**src/rtl/rr_arb8.sv**
```systemverilog
// Eight-way round-robin arbiter with a hold-time limit.
// A grant is registered one cycle after arbitration, and every release is followed by one idle bubble cycle.
module rr_arb8 #(
    parameter int unsigned HOLD_MAX = 8
) (
    input  logic       clk,
    input  logic       rst_n,
    input  logic [7:0] req,
    input  logic       done,
    output logic [7:0] gnt,
    output logic [2:0] gnt_idx,
    output logic       gnt_valid,
    output logic       timeout
);

    // Handshake: in IDLE a nonzero req is granted at the next edge. The holder
    // keeps the grant until it pulses done, drops its req bit, or hits HOLD_MAX.
    typedef enum logic {IDLE = 1'b0, BUSY = 1'b1} state_t;

    state_t     state, state_nxt;
    logic [2:0] ptr, ptr_nxt;
    logic [2:0] idx_q, idx_nxt;
    logic [7:0] gnt_q, gnt_nxt;
    logic [7:0] hold_cnt, hold_nxt;
    logic       to_q, to_nxt;

    logic [2:0] cand;
    logic [2:0] pick_idx;
    logic       pick_found;
    logic       hold_hit;
    logic       rel_user;

    // First requester at or after ptr, wrapping 7 -> 0.
    always_comb begin
        cand       = '0;
        pick_idx   = ptr;
        pick_found = 1'b0;
        for (int i = 0; i < 8; i++) begin
            cand = ptr + 3'(i);
            if (!pick_found && req[cand]) begin
                pick_found = 1'b1;
                pick_idx   = cand;
            end
        end
    end

    assign hold_hit = (hold_cnt == 8'(HOLD_MAX));
    assign rel_user = done || !req[idx_q];

    always_ff @(posedge clk or negedge rst_n) begin
        if (!rst_n) begin
            state    <= IDLE;
            ptr      <= '0;
            idx_q    <= '0;
            gnt_q    <= '0;
            hold_cnt <= '0;
            to_q     <= 1'b0;
        end else begin
            state    <= state_nxt;
            ptr      <= ptr_nxt;
            idx_q    <= idx_nxt;
            gnt_q    <= gnt_nxt;
            hold_cnt <= hold_nxt;
            to_q     <= to_nxt;
        end
    end

    always_comb begin
        state_nxt = state;
        ptr_nxt   = ptr;
        idx_nxt   = idx_q;
        gnt_nxt   = gnt_q;
        hold_nxt  = hold_cnt;
        to_nxt    = 1'b0;
        case (state)
            IDLE: begin
                hold_nxt = '0;
                if (pick_found) begin
                    state_nxt = BUSY;
                    gnt_nxt   = 8'b1 << pick_idx;
                    idx_nxt   = pick_idx;
                    hold_nxt  = 8'd1;
                end
            end
            BUSY: begin
                if (rel_user || hold_hit) begin
                    state_nxt = IDLE;
                    gnt_nxt   = '0;
                    hold_nxt  = '0;
                    ptr_nxt   = idx_q + 3'd1;
                    // A coincident done or request drop counts as a normal release.
                    to_nxt    = hold_hit && !rel_user;
                end else begin
                    hold_nxt = hold_cnt + 8'd1;
                end
            end
            default: begin
                state_nxt = IDLE;
                gnt_nxt   = '0;
                hold_nxt  = '0;
            end
        endcase
    end

    always_comb begin
        gnt       = gnt_q;
        gnt_idx   = idx_q;
        gnt_valid = (state == BUSY);
        timeout   = to_q;
    end

endmodule

```
**config.mk**
```make
export PLATFORM = sky130hd
export DESIGN_NAME = rr_arb8
export DESIGN_NICKNAME = d
export VERILOG_FILES = /design/src/rtl/rr_arb8.sv
export SDC_FILE = /design/constraint.sdc
export NUM_CORES = 1
export LEC_CHECK = 0
export BUFFER_PORTS_ARGS = -buffer_cell sky130_fd_sc_hd__buf_4
export CAP_MARGIN = 10
export CORE_AREA = 10 10 80 82
export CTS_BUF_LIST = sky130_fd_sc_hd__clkbuf_4
export DETAILED_ROUTE_END_ITERATION = 8
export DIE_AREA = 0 0 90 92
export GPL_ROUTABILITY_DRIVEN = 0
export MAX_ROUTING_LAYER = met4
export PLACE_DENSITY = 0.68
export SYNTH_ARGS = -nofsm -noshare
export SYNTH_HDL_FRONTEND = slang
export SYNTH_SLANG_ARGS = --single-unit
```
**constraint.sdc**
```tcl
create_clock -name clk -period 4.6 [get_ports clk]
set_input_delay 0.23 -clock clk [delete_from_list [all_inputs] [get_ports clk]]
set_output_delay 0.23 -clock clk [all_outputs]
set_load 0.005 [all_outputs]
```
==> results.tsv <==
metric	value	unit
run status	complete, no violations	
Worst setup EP type	flop	
Fmax	284.2	MHz
port bufs	23	
Async SR Flop Fraction	1.000	
share of layout cells above drive strength 1	0.2766	
drt pass-1 iters	4	
sequential share of the synthesized area	0.2571	
pin count of the biggest net entering global routing	26	
post-synth top area share	0.2571	
Avg Cell Area, Syn	10.87	µm²
global-route wire length before repair	9128	µm
Synth Warn #	0	
Initial Util	0.4755	
FP Rows	26	
worst hold-check path type	in -> reg	
Syn Std Cell Area	0.002336	mm²
Final setup viols	0	
vias	1824	
Worst Skew	0.01642	ns
Post-synth EDFFs	0	
chip height	92	µm
initial antenna violation count	0	
Slew @ Worst Pin	0.9783	ns
chip width	90	µm
Tmin final	3.518	ns
die area	0.008280	mm²
ANT cells	0	
# DRC	0	
CTS tree	yes	
Critical Path RT	4.83	ns
Final Hold Viols	0	
type of origin of the critical path	flop	
DRT iter0 DRCs	318	
ys flop type	dfrtp_1	
MaxCap Viol Count	0	
final wirelength	5303	µm
Clock Sinks	24	
CP Max Fanout	16	
maximum clock path buffer count	2	
max-slew violation count	0	
Syn Nets	231	
mean routed wirelength per cell	17.39	µm
count of state elements after synthesis	24	
Final period util	0.7648	
RSZ-0062 raised after global routing	false	
leading cell type by number of instances after synthesis	dfrtp_1	
vias in the first global route	1793	
synth cell count leaders	dfrtp_1, nand2_1, nor2_1, mux4_2, mux2i_1	
crit path kind	reg -> reg	
DP HPWL	3975	µm
gr usage total	0.1338	
GRT overflow	0	
setup_tns	0	ns
worst path arrival time	3.75	ns
number of library cell types mapped by synthesis	68	
Total Nets Final	252	
Routed Antenna Nets	0	
core area	0.004912	mm²
Worst-path clk slew	0.14	ns
clock latency on the worst-skew pair	0.32	ns
Cells after Synth	215	
Layout area overhead	9.748	%
Synth area leader	dfrtp_1	
Root Driver	clkbuf_4	
Post CTS Setup Buffer Count	0	
fillers	446	
TritonCTS Buffers	3	
H-tree depth	1	
synth top area cells	dfrtp_1, mux4_2, mux2i_1	
slew margin rel.	0.3478	
via/cell ratio	5.980	
I/O pin cnt	24	
==> layer usage <==
layer | GRT usage | vias to the layer above | wire [µm]
met1 | 0.1825 | 906 | 2532
met2 | 0.2040 | 42 | 2536
li1 | - | 872 | -
met3 | 0.02037 | 4 | 196
met5 | - | - | 0
met4 | 0.03183 | 0 | 37
==> state kept, by name, indices dropped and copies added, names as in the netlist <==
signal     flops
gnt            8
gnt_idx        3
gnt_valid      1
hold_cnt       8
ptr            3
timeout        1
==> per-stage QoR <==
| stage | worst slack (ns) | utilization | instances | instance area, µm² | hold slack (ns) |
|---|---|---|---|---|---|
| final | 1.082 | 0.5219 | 305 | 2564 | 0.1695 |
| after global routing | 0.8238 | 0.5219 | 305 | 2564 | 0.1802 |
| after global placement | 1.212 | 0.5092 | 300 | 2501 | 0.1422 |
| after floorplan | 1.353 | - | 215 | 2336 | -0.06559 |
| after CTS | 1.069 | 0.5219 | 305 | 2564 | 0.1571 |
| after detailed placement | 1.056 | 0.5092 | 300 | 2501 | 0.1435 |
==> cells in the final DEF (no fill, tap or decap), types with 2 or more instances in the layout <==
| cell type | instances |
|---|---|
| inv_1 | 7 |
| xnor2_1 | 4 |
| mux2_2 | 2 |
| xor2_1 | 6 |
| o31a_2 | 2 |
| o31ai_1 | 3 |
| nor3_1 | 2 |
| nor2b_1 | 2 |
| a21oi_1 | 6 |
| mux4_1 | 4 |
| nand2_1 | 22 |
| and3_1 | 2 |
| mux2i_4 | 3 |
| mux2i_1 | 11 |
| buf_4 | 25 |
| o41ai_1 | 4 |
| mux4_2 | 12 |
| o21ai_0 | 7 |
| o32ai_1 | 2 |
| and2_1 | 2 |
| o211ai_1 | 3 |
| nand3_1 | 7 |
| dfrtp_1 | 24 |
| nand2b_1 | 2 |
| nor2_1 | 18 |
| a211oi_1 | 3 |
| clkbuf_4 | 3 |
| nand3b_1 | 2 |
| ha_1 | 5 |
| o21a_1 | 2 |
| xor2_2 | 2 |
==> cell families after synthesis <==
logic type,after synthesis,share of synthesized area
multiplexers,33,0.2528
AO/OA/AOI/OAI,52,0.1859
flip-flops,24,0.2571
buffers and inverters,18,0.06588
adder cells (fa/ha/maj),5,0.02678
AND/OR/NAND/NOR,71,0.1602
XOR/XNOR,12,0.05142
==> critical path, cell delays in order, from the launching register on <==
cell      delay, ns
dfrtp_1        0.38
bufinv_8       0.20
ha_1           0.73
mux2i_1        0.20
mux4_2         0.57
a22oi_2        0.27
nor3_2         0.09
a311o_1        0.35
a211o_2        0.40
a41o_1         0.25
==> worst paths after layout <==
path,slack [ns],from,endpoint,cells past startpoint
max,1.08,ptr[0],gnt[5],9
min,0.17,done,timeout,4
max reg2reg,1.08,ptr[0],gnt[5],9
min reg2reg,0.50,gnt[6],gnt[6],2
max in group asynchronous,4.01,rst_n,hold_cnt[1],2
min in group asynchronous,0.34,rst_n,gnt[7],2
==> what timing repair did <==
| item | in CTS | in global routing |
|---|---|---|
| gates resized for setup | 0 | 0 |
| endpoints found under the hold margin | 24 | 0 |
| hold buffers | 1 | 0 |
==> layout make-up <==
class | instances | area, µm² | area share
clock buffer | 3 | 22.52 | 0.008785
clock inverter | 1 | 30.03 | 0.01171
inverter | 8 | 43.79 | 0.01708
multi-input combinational | 173 | 1582 | 0.6169
sequential | 24 | 600.6 | 0.2343
tap | 70 | 87.58 | 0.03416
timing repair buffer | 26 | 197.7 | 0.07711
Power is not shown: default switching activity piles up to over one toggle a cycle in this logic, so the estimate is an artifact.
